File: config.mk
export PLATFORM = sky130hd
export DESIGN_NAME = dfu_ip_pingpong_ctrl
export DESIGN_NICKNAME = d
export VERILOG_FILES = /design/src/rtl/dfu_ip_pingpong_ctrl.sv
export SDC_FILE = /design/constraint.sdc
export NUM_CORES = 1
export LEC_CHECK = 0
export CORE_ASPECT_RATIO = 1.75
export CORE_MARGIN = 2
export CORE_UTILIZATION = 50
export CTS_BUF_LIST = sky130_fd_sc_hd__clkbuf_4 sky130_fd_sc_hd__clkbuf_8
export CTS_CLUSTER_DIAMETER = 120
export DETAILED_ROUTE_END_ITERATION = 6
export PLACE_DENSITY = 0.82
export SLEW_MARGIN = 20
export SYNTH_ARGS = -nofsm -noshare
export SYNTH_HDL_FRONTEND = slang
export SYNTH_SLANG_ARGS = --single-unit
File: constraint.sdc
create_clock -name clk -period 4.83 [get_ports clk]
set_clock_uncertainty 0.15 [all_clocks]
set_input_delay 0.7245 -clock clk [delete_from_list [all_inputs] [get_ports clk]]
set_output_delay 0.7245 -clock clk [all_outputs]
set_load 0.01 [all_outputs]
File: src/rtl/dfu_ip_pingpong_ctrl.sv
// Ping-pong controller for the DFU input SRAM banks A/B: tracks fill state
// per bank and sweeps read enables/addresses over a full bank for the consumer.
module dfu_ip_pingpong_ctrl #(
  parameter int unsigned NUM_LANES = 4,
  parameter int unsigned SRAM_ADDR = 10,
  parameter int unsigned LEN_W     = SRAM_ADDR + 1
) (
  input  logic                           clk,
  input  logic                           rst,
  input  logic                           fill_done,
  input  logic [LEN_W-1:0]               fill_len,
  output logic                           wr_bank_sel,
  output logic                           wr_allow,
  input  logic                           op2dfu_rd_req,
  input  logic                           op2dfu_stall,
  output logic                           dfu2op_rd_busy,
  output logic                           dfu2op_tile_done,
  output logic                           dfu2op_tile_bank,
  output logic [NUM_LANES-1:0]           dfu2ip_a_sram_rd_en,
  output logic [NUM_LANES*SRAM_ADDR-1:0] dfu2ip_a_sram_rd_addr,
  output logic [NUM_LANES-1:0]           dfu2ip_b_sram_rd_en,
  output logic [NUM_LANES*SRAM_ADDR-1:0] dfu2ip_b_sram_rd_addr,
  output logic [1:0]                     bank_full,
  output logic                           proto_err
);

  localparam int unsigned CNT_W = SRAM_ADDR + 1;
  localparam logic [LEN_W-1:0] MAX_LEN = LEN_W'(1) << SRAM_ADDR;

  typedef enum logic [1:0] {
    IDLE,
    READ,
    DRAIN
  } state_t;

  state_t               state_q, state_d;
  logic                 wr_sel_q;
  logic [1:0]           full_q, full_d;
  logic [LEN_W-1:0]     len_q [2];
  logic                 rd_ptr_q;
  logic [CNT_W-1:0]     addr_q;
  logic                 tile_bank_q;
  logic                 tile_done_q;
  logic                 rd_en_q;
  logic [SRAM_ADDR-1:0] rd_addr_q;
  logic                 perr_q;

  logic                 fill_valid, fill_ok, len_over;
  logic [LEN_W-1:0]     fill_len_c;
  logic                 start, issue, last;

  assign wr_allow   = ~full_q[wr_sel_q];
  assign fill_valid = fill_done && (fill_len != '0);
  assign fill_ok    = fill_valid && wr_allow;
  assign len_over   = fill_len > MAX_LEN;
  assign fill_len_c = len_over ? MAX_LEN : fill_len;

  assign start = (state_q == IDLE) && op2dfu_rd_req && full_q[rd_ptr_q];
  assign issue = (state_q == READ) && !op2dfu_stall;
  assign last  = issue && (addr_q == CNT_W'(len_q[tile_bank_q] - LEN_W'(1)));

  always_ff @(posedge clk) begin
    if (rst) state_q <= IDLE;
    else     state_q <= state_d;
  end

  always_comb begin
    state_d = state_q;
    unique case (state_q)
      IDLE:    if (start) state_d = READ;
      READ:    if (last)  state_d = DRAIN;
      DRAIN:   state_d = IDLE;
      default: state_d = IDLE;
    endcase
  end

  // Freeing one bank and filling the other can land in the same cycle; the
  // freed bank itself cannot be refilled here because wr_allow is still low.
  always_comb begin
    full_d = full_q;
    if (state_q == DRAIN) full_d[tile_bank_q] = 1'b0;
    if (fill_ok)          full_d[wr_sel_q]    = 1'b1;
  end

  always_ff @(posedge clk) begin
    if (rst) begin
      wr_sel_q    <= 1'b0;
      full_q      <= '0;
      len_q[0]    <= '0;
      len_q[1]    <= '0;
      rd_ptr_q    <= 1'b0;
      addr_q      <= '0;
      tile_bank_q <= 1'b0;
      tile_done_q <= 1'b0;
      rd_en_q     <= 1'b0;
      rd_addr_q   <= '0;
      perr_q      <= 1'b0;
    end else begin
      full_q <= full_d;
      if (fill_ok) begin
        len_q[wr_sel_q] <= fill_len_c;
        wr_sel_q        <= ~wr_sel_q;
      end
      if (fill_valid && (!wr_allow || len_over)) perr_q <= 1'b1;

      if (start) begin
        addr_q      <= '0;
        tile_bank_q <= rd_ptr_q;
      end
      rd_en_q <= issue;
      if (issue) begin
        rd_addr_q <= addr_q[SRAM_ADDR-1:0];
        addr_q    <= addr_q + CNT_W'(1);
      end

      // DRAIN covers the one-cycle SRAM read latency of the final address
      tile_done_q <= (state_q == DRAIN);
      if (state_q == DRAIN) rd_ptr_q <= ~rd_ptr_q;
    end
  end

  assign wr_bank_sel      = wr_sel_q;
  assign bank_full        = full_q;
  assign proto_err        = perr_q;
  assign dfu2op_rd_busy   = (state_q != IDLE);
  assign dfu2op_tile_done = tile_done_q;
  assign dfu2op_tile_bank = tile_bank_q;

  assign dfu2ip_a_sram_rd_en   = {NUM_LANES{rd_en_q & ~tile_bank_q}};
  assign dfu2ip_b_sram_rd_en   = {NUM_LANES{rd_en_q &  tile_bank_q}};
  assign dfu2ip_a_sram_rd_addr = tile_bank_q ? '0 : {NUM_LANES{rd_addr_q}};
  assign dfu2ip_b_sram_rd_addr = tile_bank_q ? {NUM_LANES{rd_addr_q}} : '0;

endmodule

==> impl_metrics.tcl, run 1 <==
set metrics [dict create \
    min_period_ns 3.167 \
    antenna_found_initial 0 \
    start_kind "flip-flop" \
    hold_viol 0 \
    power_density_nw_per_um2 223.3 \
    first_pass_iters 7 \
    clock_path_buffers 2 \
    cts_max_level 2 \
    via_per_inst 5.333 \
    overflow 0 \
    synth_top_area_frac 0.1966 \
    dieArea_um2 7419 \
    grt_pass1_vias 2435 \
    fin_nets 428 \
    vdd_ir_drop_max_mv 0.2253 \
    cts_buffers 5 \
    antenna_cells 0 \
    area_growth_pct 23.34 \
    numPortBuffers 111 \
    p_leak_uw 0.001431 \
    cp-end-kind "flip-flop" \
    fin_crit_sh 0.6557 \
    synth_seq_cells 54 \
    drc_errors 0 \
    yosysSeqAreaShare 0.3872 \
    synth-main-ff-cell "dfxtp_1" \
    yosysTopAreaCell "edfxtp_1" \
    final_cells 493 \
    final_common_cell "clkdlybuf4s50_1" \
    fmax_mhz 315.7 \
    cp_data_required_time_ns 4.89 \
    cts-hold-fix-buffers 0 \
    floorplan.rows 39 \
    yosysWarnings 0 \
    die_h_um 112.5 \
    grt_pass1_wl_um 10690 \
    synth_cell_types 52 \
    root_buffer "clkbuf_8" \
    worst_slack_ns 1.663 \
    rsz0062_at_grt "false" \
    critical_path_arrival_ns 3.23 \
    vias 2629 \
    synth_nets 386 \
    synth_area_per_cell_um2 9.132 \
    relSlewSlack 0.3410 \
    clk_pin_slew_ns 0.10 \
    syn_inst 368 \
    place_inst 485 \
    start_util 0.5140 \
    async_flop_share 0 \
    worst-setup-path-type "flip-flop to flip-flop" \
    core-area_um2 6539 \
    path_max_fanout 30 \
    grtUsageTotal 0.1805 \
    routedWlPerCell_um 13.77 \
    post-place-ws_ns 1.717 \
    cts_setup_buffers 0 \
    cap_violations 0 \
    die_width_um 65.98 \
    mostFrequentLayoutCells "clkdlybuf4s50_1 (111), and2_1 (33), nand2_1 (32), dfxtp_1 (32), edfxtp_1 (22)" \
    cts_resized 0 \
    cts_tree "done" \
    slew_viol_final 0 \
    min-delay-path-class "flip-flop to flip-flop" \
    setup_tns_ns 0 \
    dr.first_iter.drc_count 41 \
    synth-edff-count 22 \
    hpwl_um 5503 \
    whs_ns 0.3139 \
    worstMarginPinSlew_ns 0.9865 \
    wirelength_um 6788 \
    setup_violations 0 \
    place_congestion 0.7857 \
    synth_area_um2 3361 \
    grt_max_degree 35 \
    ys_top_cells_by_area "edfxtp_1 (20%), dfxtp_1 (19%), buf_4 (15%), and2_1 (6.1%), mux2i_1 (3.6%)" \
    ant_nets 0 \
    status "completed" \
    ioPinCount 112 \
    clk_latency_ns 0.31 \
    final_layout_size_suffix_gt1_frac 0.05353 \
    cts.sinks 54 \
]
[through the flow]
stage	area, um^2	power (uW)	utilization
after global placement	4033	628.6	0.6167
final	4145	925.6	0.6339
after detailed placement	4033	632.4	0.6167
after CTS	4145	929.7	0.6339
after global routing	4145	958.9	0.6339
after floorplan	3361	588.3	-
[registers in the layout, summed over array words and instances (netlist names), named ones only]
register and flops:
dfu2op_tile_bank 1, state_q 2, bank_full 2, proto_err 1, rd_addr_q 10, dfu2op_tile_done 1
rd_en_q 1, len_q 22, wr_bank_sel 1, addr_q 11, rd_ptr_q 1
[Yosys cell counts, types with 3 or more instances]
cell	count
buf_4	67
and2_1	33
dfxtp_1	32
nand2_1	32
edfxtp_1	22
a21oi_1	21
nor2_1	20
nor2b_1	13
xnor2_1	13
mux2i_1	12
nand3_1	11
clkbuf_1	9
o21ai_0	7
nor3_1	6
nand4_1	5
xor2_1	5
nand2b_1	4
o21a_1	4
or4b_1	4
or3_1	3
[power by group]
| group | leakage, uW | internal (uW) | switching (uW) |
|---|---|---|---|
| clock network | 0.0000585 | 155 | 148 |
| registers | 0.000492 | 493 | 14.3 |
| logic | 0.000880 | 54.8 | 59.7 |
[area by class of cell]
type | count | area, um^2
multi-input combinational | 234 | 1491
timing repair buffer | 114 | 1134
fill | 585 | 2394
clock buffer | 5 | 68.82
tap | 82 | 102.6
sequential | 54 | 1301
inverter | 1 | 3.754
clock inverter | 3 | 43.79
[worst paths after layout]
check,slack [ns],cells past startpoint,start,to
setup / recovery,1.66,9,flip-flop,state_q[0]
hold / removal,0.31,2,rd_addr_q[4],rd_addr_q[4]
hold reg to reg,0.31,2,rd_addr_q[4],rd_addr_q[4]
setup reg to reg,1.66,9,flip-flop,state_q[0]
[cells by family after synthesis]
family	synth area share
AOI/OAI and AO/OA	0.07968
adders and majority gates	0.007445
xor gates and xnor gates	0.04691
DFF	0.3872
and+or+nand+nor	0.2640
buffers and inverters	0.1690
muxes	0.04579
[worst max-delay path: stages, from the launching register on]
cell and delay [ns]:
dfxtp_1 0.32, buf_4 0.29, mux2i_1 0.34, ha_1 0.28, or4b_1 0.51, a222oi_1 0.43
xnor2_1 0.16, nor4_4 0.20, a41oi_1 0.17, o21ba_1 0.19
[routing by layer]
layer | wire [um] | track usage | vias up
li1 | - | - | 1293
met1 | 2330 | 0.1653 | 1206
met2 | 3837 | 0.3657 | 113
met3 | 428 | 0.02806 | 17
met4 | 191 | 0.07891 | 0
met5 | 0 | 0 | -
No activity file was read; power rests on OpenSTA's default activity.
==> run 2, diff against run 1 <==
Settings changed: CORE_UTILIZATION 50 to 43, PLACE_DENSITY 0.82 to 0.75.
Clock period 4.83 ns to 2.8 ns, I/O delays scaled along.
==> run 2 against run 1 <==
Against the previous run: sequential share of layout area decreased by 0.055 points; largest power group unchanged; highest routed layer unchanged; sequential power up 73%; critical endpoint unchanged; combinational power up 78%; worst setup slack got worse by 1.6 ns; power is 63% higher.
==> impl_metrics.tcl, run 2 (same netlist as run 1, synthesis figures left out) <==
set metrics [dict create \
    final_layout_size_suffix_gt1_frac 0.06265 \
    die_width_um 70.83 \
    whs_ns 0.3128 \
    cp_slowest_cell "or4b_1" \
    path_depth 8 \
    cts_buffers 5 \
    final_common_cell "clkdlybuf4s50_1" \
    vdd_ir_drop_max_mv 0.3342 \
    root_buffer "clkbuf_8" \
    clk_pin_slew_ns 0.09 \
    path_max_fanout 4 \
    rsz0062_at_grt "true" \
    ioPinCount 112 \
    status "completed" \
    min-delay-path-class "flip-flop to flip-flop" \
    mostFrequentLayoutCells "clkdlybuf4s50_1 (111), and2_1 (33), nand2_1 (32)" \
    cts_max_level 2 \
    grt_max_degree 33 \
    place_congestion 0.8614 \
    fin_crit_sh 0.9614 \
    power_density_nw_per_um2 361.9 \
    largest_reg_flops 22 \
    cp_data_required_time_ns 2.86 \
    via_per_inst 5.151 \
    place_area_um2 4070 \
    grt_pass1_wl_um 11230 \
    ant_nets 0 \
    dieArea_um2 8567 \
    floorplan.rows 42 \
    antenna_found_initial 0 \
    hpwl_um 5531 \
    critical_path.endpoint "state_q[0]" \
    max_stage_delay_ns 0.50 \
    core-area_um2 7567 \
    crit_family "compound AO/OA/AOI/OAI gates" \
    start_kind "flip-flop" \
    numPortBuffers 111 \
    hold_viol 0 \
    clock_path_buffers 2 \
    r2r_end "state_q[0]" \
    p_leak_uw 0.001434 \
    rrSetupSlack_ns 0.11 \
    vias 2591 \
    wirelength_um 6782 \
    min_period_ns 2.692 \
    clk_latency_ns 0.31 \
    cts_setup_buffers 0 \
    routedWlPerCell_um 13.48 \
    cts.sinks 54 \
    drc_errors 0 \
    worst-setup-path-type "flip-flop to flip-flop" \
    fillerInstances 698 \
    relSlewSlack 0.5037 \
    cts_tree "done" \
    fmax_mhz 371.5 \
    cp-end-kind "flip-flop" \
    critical_path_arrival_ns 2.75 \
    first_pass_iters 4 \
    dr.first_iter.drc_count 89 \
    worstMarginPinSlew_ns 0.7388 \
    regMostFlops "len_q" \
    r2r_cells 8 \
    start_util 0.4441 \
    path_cells "mux2i_1 -> ha_1 -> or4b_1 -> a222oi_1 -> xnor2_1 -> nor4_4 -> a41oi_1 -> o21ba_1" \
    area_growth_pct 23.68 \
    overflow 0 \
    stdcell_area_um2 4156 \
    slew_viol_final 0 \
    reg_top3 "len_q (22), addr_q (11), rd_addr_q (10)" \
    die_h_um 121.0 \
    antenna_cells 0 \
    grtUsageTotal 0.1622 \
    grt_pass1_vias 2434 \
    setup_violations 0 \
    cap_violations 0 \
    crit_buf_inv 0 \
    fin_nets 432 \
]
run 2: cell types whose count changed in the layout (fill, tap and decap cells not counted):
cell	before	now
buf_4	3	7
bufinv_16	1	0
clkinv_1	0	1
clkinvlp_4	0	1
dfxtp_1	32	31
dfxtp_2	0	1
inv_6	1	0
run 2: worst min path at each step:
| stage | endpoint | start | slack (ns) | cells past startpoint |
|---|---|---|---|---|
| 2_1_floorplan | rd_addr_q[0] | rd_addr_q[0] | 0.29 | 2 |
| 3_3_place_gp | rd_addr_q[8] | rd_addr_q[8] | 0.30 | 2 |
| 3_5_place_dp | rd_addr_q[8] | rd_addr_q[8] | 0.30 | 2 |
| 4_1_cts | rd_addr_q[8] | rd_addr_q[8] | 0.32 | 2 |
| 5_1_grt | proto_err | proto_err | 0.34 | 2 |
| 6_report | rd_addr_q[8] | rd_addr_q[8] | 0.31 | 2 |
run 2: worst reg2reg max path, delay by kind of cell, from the launching register on:
family,cells,cell delay [ns]
AOI/OAI and AO/OA,3,0.79
DFF,1,0.37
adders and majority gates,1,0.19
muxes,1,0.25
and+or+nand+nor,2,0.69
xor gates and xnor gates,1,0.16
run 2: what timing repair did:
item / 4_1_cts / 5_1_grt
hold buffers: 0 / 0
gates resized for setup: 0 / 1
endpoints found under the hold margin: 0 / 0
endpoints found under the setup margin: 0 / 1
run 2: layer usage:
metal	wire length [um]	vias to the layer above	track usage
met5	0	-	0
met4	156	0	0.06486
met3	389	14	0.03156
met2	3879	84	0.3201
met1	2356	1197	0.1591
li1	-	1296	-
run 2: per-stage QoR:
| step | total power, uW | TNS [ns] | std cells | utilization | worst slack (ns) |
|---|---|---|---|---|---|
| floorplan | 1015 | 0 | 368 | - | 0.02036 |
| global placement | 1096 | 0 | 495 | 0.5379 | 0.09829 |
| detailed placement | 1101 | 0 | 495 | 0.5379 | 0.05184 |
| CTS | 1520 | 0 | 503 | 0.5491 | 0.07839 |
| global route | 1577 | -0.05492 | 503 | 0.5493 | -0.05492 |
| finish | 1504 | 0 | 503 | 0.5493 | 0.1080 |
run 2: report_power, final:
group	internal, uW	total (uW)	switching, uW
Sequential	850	875	25.8
Combinational	101	205	104
Clock	172	424	252
Total	1120	1500	382
run 2: cell type report:
| class | count | area [um^2] | area share |
|---|---|---|---|
| Timing Repair Buffer | 118 | 1164 | 0.2800 |
| Inverter | 1 | 3.754 | 0.0009031 |
| Sequential cell | 54 | 1303 | 0.3134 |
| Clock inverter | 3 | 16.27 | 0.003913 |
| Multi-Input combinational cell | 234 | 1491 | 0.3588 |
| Clock buffer | 5 | 68.82 | 0.01656 |
| Tap cell | 88 | 110.1 | 0.02649 |
